--- config.mk ---
export PLATFORM = sky130hd
export DESIGN_NAME = univ_shift_register
export DESIGN_NICKNAME = d
export VERILOG_FILES = /design/src/rtl/univ_shift_register.sv
export SDC_FILE = /design/constraint.sdc
export NUM_CORES = 1
export LEC_CHECK = 0
export CAP_MARGIN = 40
export CORE_MARGIN = 10
export CORE_UTILIZATION = 32
export DETAILED_ROUTE_END_ITERATION = 8
export SYNTH_ARGS = -nofsm -noshare
export SYNTH_HDL_FRONTEND = slang
export SYNTH_SLANG_ARGS = --single-unit
--- constraint.sdc ---
create_clock -name clk -period 2.2 [get_ports clk]
set_input_delay 0.33 -clock clk [delete_from_list [all_inputs] [get_ports clk]]
set_output_delay 0.33 -clock clk [all_outputs]
set_load 0.1 [all_outputs]
--- src/rtl/univ_shift_register.sv ---
// univ_shift_register: WIDTH-bit register with enable, parallel load, shift, rotate and up/down count.
// wrap pulses for one cycle after the counter rolls over in either direction.
module univ_shift_register #(
    parameter int          WIDTH       = 8,
    parameter logic [63:0] RESET_VALUE = '0
) (
    input  logic             clk,
    input  logic             reset,
    input  logic             en,
    input  logic [2:0]       mode,
    input  logic [WIDTH-1:0] d,
    input  logic             sin_left,
    input  logic             sin_right,
    output logic [WIDTH-1:0] q,
    output logic             sout_left,
    output logic             sout_right,
    output logic             zero,
    output logic             wrap
);
    logic [WIDTH-1:0] q_q, q_d, shl, shr, rol, ror;
    logic             wrap_q, wrap_d;
    // A one-bit register has nothing to rotate and shifts are just the serial input.
    generate
        if (WIDTH == 1) begin : g_w1
            assign shl = sin_right;
            assign shr = sin_left;
            assign rol = q_q;
            assign ror = q_q;
        end else begin : g_wn
            assign shl = {q_q[WIDTH-2:0], sin_right};
            assign shr = {sin_left, q_q[WIDTH-1:1]};
            assign rol = {q_q[WIDTH-2:0], q_q[WIDTH-1]};
            assign ror = {q_q[0], q_q[WIDTH-1:1]};
        end
    endgenerate
    always_comb begin
        q_d    = q_q;
        wrap_d = 1'b0;
        if (en) begin
            case (mode)
                3'd1:    q_d = d;
                3'd2:    q_d = shl;
                3'd3:    q_d = shr;
                3'd4:    q_d = rol;
                3'd5:    q_d = ror;
                3'd6:    q_d = q_q + 1'b1;
                3'd7:    q_d = q_q - 1'b1;
                default: q_d = q_q;
            endcase
            wrap_d = (mode == 3'd6 && &q_q) || (mode == 3'd7 && q_q == '0);
        end
    end
    always_ff @(posedge clk) begin
        if (reset) begin
            q_q    <= RESET_VALUE[WIDTH-1:0];
            wrap_q <= 1'b0;
        end else begin
            q_q    <= q_d;
            wrap_q <= wrap_d;
        end
    end
    assign q          = q_q;
    assign sout_left  = q_q[WIDTH-1];
    assign sout_right = q_q[0];
    assign zero       = (q_q == '0);
    assign wrap       = wrap_q;
endmodule
==> impl_metrics.tcl, run 1 <==
set metrics [dict create \
    max_slew.worst_pin.slew_ns 0.392 \
    dp_slack_ns -0.188 \
    path_cells "or4_4, nor3_4, buf_12" \
    cts_buffers 3 \
    diodes 0 \
    vias 1076 \
    dr_wl_met2_mm 1.34 \
    setup_violations 0 \
    synthArstFlopShare_pct 0 \
    drc 0 \
    final_common_cell "buf_4" \
    synth_area_um2 957 \
    clkTransAtPathRegs_ns 0.07 \
    viasPerCell 5.63 \
    worst-path-buf-inv 1 \
    setup_ws_ns 0.228 \
    fin_cells 191 \
    ctsHoldBuffers 0 \
    endpoint "zero" \
    end_kind "output pin" \
    root_buffer "clkbuf_4" \
    synth_cell_types 49 \
    die_y_um 74.7 \
    skew_ns 0.00471 \
    powerDensity_nw_per_um2 545 \
    crit_slowest_cell "or4_4" \
    clock_sinks 9 \
    die_w_um 74.7 \
    rr_startpoint "q[1]$_SDFFE_PP0P_" \
    clock_latency_ns 0.26 \
    min_path_type "flop to flop" \
    ctsResizeCount 0 \
    regToRegSetupSlack_ns 0.37 \
    die_area_um2 5580 \
    worstPathMaxFanout 8 \
    yosys_warnings 0 \
    ff2ff_path_depth 8 \
    max_freq_mhz 507 \
    first_global_vias 1032 \
    core_um2 2810 \
    wl_mm 2.92 \
    met3WireLength_um 252 \
    ys.flop_type "dfxtp_1" \
    synth-seq-cells 9 \
    grt_max_degree 27 \
    yosys-top-cells-area "dfxtp_1 19%, buf_4 4.7%, nor2_1 4.7%" \
    dp_cells 187 \
    syn_nets 143 \
    drive_above_1_share_pct 31.3 \
    setup_tns_ns 0 \
    antenna_found_initial 0 \
    cp.required_ns 1.87 \
    synth_top_area_share_pct 18.8 \
    critPathKind "flop to output pin" \
    worstReg2RegEnd "q[6]$_SDFFE_PP0P_" \
    cp.arrival_ns 1.64 \
    drv_slew 0 \
    leakage_uw 0.000536 \
    initial_core_util_pct 34.1 \
    grt_first_pass_wirelength_mm 4.94 \
    cap_violations 0 \
    row_count 19 \
    grt.total_usage_pct 10.9 \
    cts_setup_buffers 0 \
    final_cell_mix "27 x buf_4, 12 x nor2_1, 12 x clkdlybuf4s50_1" \
    ir_worst_vdd_mv 0.227 \
    drt-met1-wl_mm 1.30 \
    clk_path_buf_depth 2 \
    max_stage_delay_ns 0.56 \
    dpl.hpwl_mm 2.15 \
    synthToLayoutAreaGrowth_pct 41.0 \
    rsz0062_at_grt "false" \
    place_congestion 0.838 \
    hold_viol 0 \
    crit_cells 3 \
    synth.largest_area_cell "dfxtp_1" \
    fin_crit_sh_pct 89.6 \
    synth_edf_count 0 \
    grt-ovfl-total 0 \
    first_iter_violations 76 \
    crit_path_start_kind "flop" \
    io_pins 28 \
    post-route-min-period_ns 1.97 \
    path_delay_family "simple AND/OR/NAND/NOR gates" \
    routedWlPerCell_um 15.3 \
    timing.slew.headroom_pct 73.8 \
    io_buffers 27 \
    top_layer "met4" \
    dr.pass1.iters 4 \
    yosysSeqAreaShare_pct 18.8 \
    crit_start "q[6]$_SDFFE_PP0P_" \
    syn-instance-count 126 \
    antenna_left 0 \
    tritoncts "done" \
    status "completed" \
    final_core_util_pct 48.1 \
    nNetsFinal 178 \
    fillers 278 \
    syn_avg_cell_area_um2 7.60 \
    htree_levels 1 \
]
[power breakdown]
part	switching [uW]	internal, uW	leakage (uW)
registers	37.0	177	0.0000777
logic	244	143	0.000443
clock network	64.2	70.0	0.0000150
total	345	390	0.000536
[Yosys cell counts (all sizes together) (2+ instances only)]
library cell  number
nor2b              2
a31oi              2
a21oi              7
o211ai             3
buf               13
a211oi             3
nor2              12
mux2i              4
inv                2
nor3               6
or3b               2
nand3              8
dfxtp              9
nand2b             3
o22ai              2
nor4               6
and3               2
nand2              8
o21ai              9
[flip-flops by register name (all words and copies together), names as in the netlist]
signal and flops:
q 8, wrap 1
[layer usage]
layer | up-vias | GRT usage, %
li1 | 546 | -
met1 | 488 | 14.4
met2 | 38 | 16.3
met3 | 4 | 3.42
met4 | 0 | 3.99
met5 | - | 0
[per-stage QoR]
step	area [um2]	hold WS, ns	total power, uW
finish	1350	0.573	736
global route	1350	0.618	779
CTS	1330	0.575	740
detailed placement	1300	0.563	602
global placement	1300	0.551	601
floorplan	985	0.516	499
[cell families (layout without fill, tap and decap cells)]
| family | after synthesis | in the layout | share of synthesized area (%) |
|---|---|---|---|
| AND/OR/NAND/NOR | 59 | 59 | 37.6 |
| AO/OA/AOI/OAI | 35 | 35 | 24.6 |
| buffers and inverters | 15 | 49 | 10.5 |
| flip-flops | 9 | 9 | 18.8 |
| multiplexers | 5 | 5 | 5.36 |
| XOR/XNOR | 2 | 2 | 1.83 |
| adder cells (fa/ha/maj) | 1 | 1 | 1.31 |
[how the worst min path moves through the flow]
stage                         to  cells after the start               from
6_report       q[5]$_SDFFE_PP0P_                      2  q[5]$_SDFFE_PP0P_
5_1_grt        q[3]$_SDFFE_PP0P_                      2  q[3]$_SDFFE_PP0P_
4_1_cts        q[5]$_SDFFE_PP0P_                      2  q[5]$_SDFFE_PP0P_
3_5_place_dp   q[5]$_SDFFE_PP0P_                      2  q[5]$_SDFFE_PP0P_
3_3_place_gp   q[3]$_SDFFE_PP0P_                      2  q[3]$_SDFFE_PP0P_
2_1_floorplan  q[7]$_SDFFE_PP0P_                      2              reset
[layout make-up]
type	instances	area (um2)	share of cell area, %
tap	31	38.8	2.87
timing repair buffer	43	380	28.2
multi-input combinational	102	698	51.7
inverter	2	7.51	0.556
sequential	9	199	14.7
clock buffer	4	26.3	1.95
[worst min-delay path: stages, from the launching register on]
cell and delay [ns]:
dfxtp_4 0.39, nor2_1 0.11, nor4_1 0.04
Power figures use the tool's default switching activity.
==> run 2, diff against run 1 <==
clock period = 1.75 ns   (was 2.2 ns; I/O delays follow)
==> run 2 against run 1 <==
Net effect:
- the flow now finishes with violations (negative setup slack)
- clock skew fell by 0.0044 ns
- utilization rose by 8.3 points
- count of clock-buffer cells in the layout did not move
- die area did not move
- sequential share of layout area fell by 2.2 points
- non-clock buffer count rose by 12
==> impl_metrics.tcl, run 2 (synthesis results as in run 1) <==
set metrics [dict create \
    met3WireLength_um 270 \
    ff2ff_path_depth 7 \
    die_y_um 74.7 \
    clkPwrFrac_pct 16.5 \
    cts_buffers 3 \
    final_cell_mix "28 x buf_4, 12 x nor2_1, 12 x clkdlybuf4s50_1, 12 x buf_12, 8 x nand2_1" \
    viasPerCell 5.70 \
    hold_viol 0 \
    comb_power_share_pct 59.7 \
    regToRegSetupSlack_ns 0.02 \
    die_w_um 74.7 \
    max_freq_mhz 543 \
    diodes 0 \
    internal_power_uw 574 \
    antenna_found_initial 0 \
    max_slew.worst_pin.slew_ns 0.304 \
    clk_path_buf_depth 2 \
    die_area_um2 5580 \
    rr_startpoint "q[1]$_SDFFE_PP0P_" \
    violations "negative setup slack" \
    htree_levels 1 \
    ir_worst_vdd_mv 0.376 \
    seqPwrFrac_pct 23.9 \
    fin_area_um2 1580 \
    first_global_vias 1160 \
    clock_sinks 9 \
    top_layer "met4" \
    setup_ws_ns -0.0924 \
    first_iter_violations 84 \
    rsz0062_at_grt "true" \
    fin_cells 203 \
    worstPathMaxFanout 6 \
    core_um2 2810 \
    max_stage_delay_ns 0.54 \
    root_buffer "clkbuf_4" \
    leakage_uw 0.000610 \
    fin_crit_sh_pct 105 \
    grt_first_pass_wirelength_mm 5.53 \
    place_congestion 0.907 \
    io_pins 28 \
    cp.required_ns 1.49 \
    row_count 19 \
    min_path_cells 2 \
    skew_ns 0.000342 \
    grt.total_usage_pct 12.4 \
    cap_violations 0 \
    wl_mm 3.20 \
    io_buffers 27 \
    synthToLayoutAreaGrowth_pct 65.2 \
    clock_latency_ns 0.27 \
    status "finished with violations" \
    critPathKind "flop to output pin" \
    dp_cells 196 \
    initial_core_util_pct 34.1 \
    powerDensity_nw_per_um2 656 \
    largest_register_ff_count 8 \
    cp.arrival_ns 1.58 \
    timing.slew.headroom_pct 79.7 \
    swShare_pct 44.7 \
    end_kind "output pin" \
    grt_max_degree 27 \
    hp-start "q[3]$_SDFFE_PP0P_" \
    setup_tns_ns -0.0924 \
    drv_slew 0 \
    p_switching_uw 464 \
    tritoncts "done" \
    fillers 262 \
    placed_area_um2 1520 \
    crit_path_start_kind "flop" \
    final_common_cell "buf_4" \
    clkTransAtPathRegs_ns 0.07 \
    path_cells "or4_4, nor3_4, buf_12" \
    setup_violations 1 \
    drt-met1-wl_mm 1.36 \
    vias 1158 \
    min_path_type "flop to flop" \
    grt-ovfl-total 0 \
    routedWlPerCell_um 15.8 \
    dr_wl_met2_mm 1.56 \
    crit_slowest_cell "or4_4" \
    dpl.hpwl_mm 2.49 \
    post-route-min-period_ns 1.84 \
    min_to "q[3]$_SDFFE_PP0P_" \
    drive_above_1_share_pct 37.2 \
    final_core_util_pct 56.4 \
    dp_slack_ns -0.531 \
    antenna_left 0 \
    worstReg2RegEnd "q[4]$_SDFFE_PP0P_" \
    ctsHoldBuffers 0 \
    dr.pass1.iters 4 \
    nNetsFinal 190 \
    drc 0 \
]
-- run 2: changes by cell type in the layout (fill, tap and decap cells not counted), sizes merged --
cell          before  now
buf               28   40
dlygate4sd2        0    3
dlymetal6s2s       3    0
-- run 2: per-layer routing --
| metal | GRT usage, % | vias to the layer above |
|---|---|---|
| li1 | - | 572 |
| met1 | 13.9 | 538 |
| met2 | 21.0 | 44 |
| met3 | 5.39 | 4 |
| met4 | 3.57 | 0 |
| met5 | 0 | - |
-- run 2: layout make-up --
type,count,area [um2],area share [%]
clock buffer,4,26.3,1.66
inverter,2,7.51,0.475
multi-input combinational,102,713,45.1
sequential,9,199,12.6
tap,31,38.8,2.45
timing repair buffer,55,597,37.7
-- run 2: worst max path at each step --
stage                            from  slack [ns]           endpoint  cells past startpoint
floorplan           q[1]$_SDFFE_PP0P_       -0.57    wrap$_SDFF_PP0_                      5
global placement              mode[0]       -0.47  q[4]$_SDFFE_PP0P_                      9
detailed placement            mode[0]       -0.53  q[4]$_SDFFE_PP0P_                      9
CTS                 q[5]$_SDFFE_PP0P_       -0.11               zero                      3
global route        q[5]$_SDFFE_PP0P_       -0.14               zero                      3
finish              q[0]$_SDFFE_PP0P_       -0.09               zero                      3
-- run 2: power groups by stage --
stage                     Clock (uW)  Combinational (uW)  Sequential (uW)
after floorplan                    0                 267              364
after global placement             0                 595              251
after detailed placement           0                 602              251
after CTS                        179                 617              247
after global routing             190                 656              250
final                            171                 619              248
-- run 2: through the flow --
| stage | hold slack (ns) | total power (uW) |
|---|---|---|
| 2_1_floorplan | 0.448 | 630 |
| 3_3_place_gp | 0.574 | 846 |
| 3_5_place_dp | 0.578 | 854 |
| 4_1_cts | 0.602 | 1040 |
| 5_1_grt | 0.646 | 1100 |
| 6_report | 0.602 | 1040 |
-- run 2: critical path, delay by kind of cell, from the launching register on --
kind | cells | cell delay, ns
simple gates | 2 | 0.74
flops | 1 | 0.36
buf+inv | 1 | 0.21
-- run 2: repair_timing --
action / 4_1_cts / 5_1_grt
setup buffers: 2 / 1
gates resized for setup: 7 / 1
hold endpoints to repair: 0 / 0
pin swaps: 8 / 3
setup endpoints to repair: 7 / 3
==> RTL change: new RTL, config.mk and constraints of run 1 <==
Put a register stage on the outputs `sout_left`, `sout_right` and `zero`. The values now appear one clock later. The other outputs are not delayed to match.
--- a/src/rtl/univ_shift_register.sv
+++ b/src/rtl/univ_shift_register.sv
@@ -60,8 +60,10 @@
         end
     end
     assign q          = q_q;
-    assign sout_left  = q_q[WIDTH-1];
-    assign sout_right = q_q[0];
-    assign zero       = (q_q == '0);
+    always_ff @(posedge clk) begin
+        sout_left  <= q_q[WIDTH-1];
+        sout_right <= q_q[0];
+        zero       <= (q_q == '0);
+    end
     assign wrap       = wrap_q;
 endmodule
Formal check against the unedited RTL: not equivalent (Yosys sat finds a counterexample within 4 cycles, from zero or initial values and one cycle with reset high).
==> RTL change against run 1 <==
- cell area grew 2.2%
- wire length grew 9.0%
- area after synthesis grew 4.7%
- worst hold slack lost 0.11 ns
- worst setup slack lost 0.11 ns
- critical endpoint is now q[4]$_SDFFE_PP0P_
- largest cell class unchanged
- sequential cell count grew 3
- total power grew 14%
==> RTL change: results (changes against run 1) <==
\begin{tabular}{lr}
\hline
Metric & Value \\
\hline
\multicolumn{2}{l}{\textbf{Cells and area}} \\
\quad Proportion of layout cells with a drive suffix above 1 & 26.9\% (-4.4 points) \\
\multicolumn{2}{l}{\textbf{Yosys}} \\
\quad Share of synthesized area occupied by flip-flops and latches & 24.0\% (+5.1 points) \\
\quad Dominant cells by area after synthesis & sky130\_fd\_sc\_hd\_\_dfxtp\_1 (24\%), sky130\_fd\_sc\_hd\_\_nor2\_1 (4.5\%), sky130\_fd\_sc\_hd\_\_mux2i\_1 (4.0\%) \\
\quad Most frequent cells after synthesis & sky130\_fd\_sc\_hd\_\_dfxtp\_1 (12), sky130\_fd\_sc\_hd\_\_nor2\_1 (12), sky130\_fd\_sc\_hd\_\_nand2\_1 (8), sky130\_fd\_sc\_hd\_\_nand3\_1 (8), sky130\_fd\_sc\_hd\_\_a21oi\_1 (7) \\
\quad Synthesized net count & 144 (+0.70\%) \\
\multicolumn{2}{l}{\textbf{GRT}} \\
\quad Global-route wire length before repair & 5.21 mm (+5.4\%) \\
\quad Total routing resource utilization after global routing & 10.5\% (-0.48 points) \\
\multicolumn{2}{l}{\textbf{Min path}} \\
\quad Hold-critical path endpoint & sout\_right\$\_DFF\_P\_ \\
\quad Worst Hold Path Cells & 0 (-2) \\
\multicolumn{2}{l}{\textbf{Critical path}} \\
\quad Worst path arrival time & 2.31 ns (+0.67 ns) \\
\quad Reg2Reg Depth & 7 (-1) \\
\quad Max FO, Critical Path & 3 (-5) \\
\quad Terminus of the critical flop-to-flop path & q[4]\$\_SDFFE\_PP0P\_ \\
\multicolumn{2}{l}{\textbf{STA}} \\
\quad Worst Hold Margin & 0.462 ns (-0.111 ns) \\
\quad Clock skew after layout & 0.0104 ns (+0.00571 ns) \\
\quad Actual transition at the worst max-transition pin & 0.485 ns (+0.0929 ns) \\
\multicolumn{2}{l}{\textbf{Clock tree}} \\
\quad Clock latency on the worst-skew pair & 0.28 ns (+0.02 ns) \\
\quad Clock slew at the register clock pins of the worst setup and hold paths & 0.10 ns (+0.03 ns) \\
\multicolumn{2}{l}{\textbf{Status}} \\
\quad Result of the run & complete, no violations \\
\multicolumn{2}{l}{\textbf{Placement}} \\
\quad Placer's final routability congestion estimate & 0.848 (+1.1\%) \\
\quad Post-Place Cells & 200 (+7.0\%) \\
\quad Area of placed instances & 1320 um\^{}2 (+1.4\%) \\
\multicolumn{2}{l}{\textbf{Drt}} \\
\quad Routed via count & 1115 (+3.6\%) \\
\quad DR WL/cell & 15.6 um (+2.1\%) \\
\quad First-pass iteration count of the detailed router & 6 (+2) \\
\quad Starting DRC count in detailed routing & 94 (+24\%) \\
\multicolumn{2}{l}{\textbf{Power}} \\
\quad Highest ir drop seen on vdd & 0.209 mV (-7.9\%) \\
\hline
\end{tabular}
-- RTL change: how the worst max path moves through the flow --
stage / from / to / slack [ns] / cells past startpoint
after floorplan: mode[0] / q[4]$_SDFFE_PP0P_ / -0.02 / 10
after global placement: mode[0] / q[4]$_SDFFE_PP0P_ / -0.17 / 9
after detailed placement: mode[0] / q[4]$_SDFFE_PP0P_ / -0.28 / 9
after CTS: mode[2] / q[4]$_SDFFE_PP0P_ / 0.03 / 9
after global routing: mode[0] / q[4]$_SDFFE_PP0P_ / 0.004 / 9
final: mode[0] / q[4]$_SDFFE_PP0P_ / 0.12 / 9
-- RTL change: logic make-up (layout without fill, tap and decap cells) --
group / after synthesis / in the layout / share of synthesized area (%)
buf+inv: 13 / 46 / 8.49
flops: 12 / 12 / 24.0
compound gates: 35 / 35 / 23.5
mux: 5 / 5 / 5.12
fa+ha+maj: 1 / 1 / 1.25
simple gates: 59 / 59 / 36.0
xor+xnor: 2 / 2 / 1.75
-- RTL change: cell type report --
type / instances / area [um^2] / share of cell area [%]
clock buffer: 4 / 36.3 / 2.63
inverter: 2 / 7.51 / 0.544
multi-input combinational: 102 / 701 / 50.8
sequential: 12 / 243 / 17.6
timing repair buffer: 40 / 338 / 24.5
tap: 44 / 55.1 / 3.99
-- RTL change: metal layers --
metal | vias to the layer above | track usage, % | part of all wire (%)
met4 | 0 | 7.01 | 3.4
li1 | 547 | - | -
met1 | 507 | 12.6 | 43
met5 | - | 0 | 0
met3 | 10 | 1.42 | 6.8
met2 | 51 | 16.8 | 47
-- RTL change: stage by stage --
step                      total power, mW  setup slack [ns]
after global routing                0.879           0.00351
after CTS                           0.833            0.0252
after detailed placement            0.648            -0.275
after floorplan                     0.551           -0.0158
after global placement              0.645            -0.169
final                               0.839             0.116
-- RTL change: critical path: stages --
cell	delay [ns]
sky130_fd_sc_hd__clkdlybuf4s50_1	0.49
sky130_fd_sc_hd__nand3_1	0.12
sky130_fd_sc_hd__xnor2_1	0.15
sky130_fd_sc_hd__ha_2	0.20
sky130_fd_sc_hd__or3b_4	0.39
sky130_fd_sc_hd__o32ai_4	0.27
sky130_fd_sc_hd__a222oi_1	0.10
sky130_fd_sc_hd__a2bb2oi_1	0.15
sky130_fd_sc_hd__nor2_1	0.10
-- RTL change: where the power goes --
| group | switching (mW) | total (mW) | internal, mW |
|---|---|---|---|
| logic | 0.241 | 0.375 | 0.134 |
| clock network | 0.0863 | 0.187 | 0.100 |
| registers | 0.0398 | 0.277 | 0.237 |
| total | 0.367 | 0.839 | 0.471 |
-- RTL change: repair_timing --
action,4_1_cts,5_1_grt
setup buffers,0,0
endpoints found under the setup margin,0,2
gates resized for setup,0,5
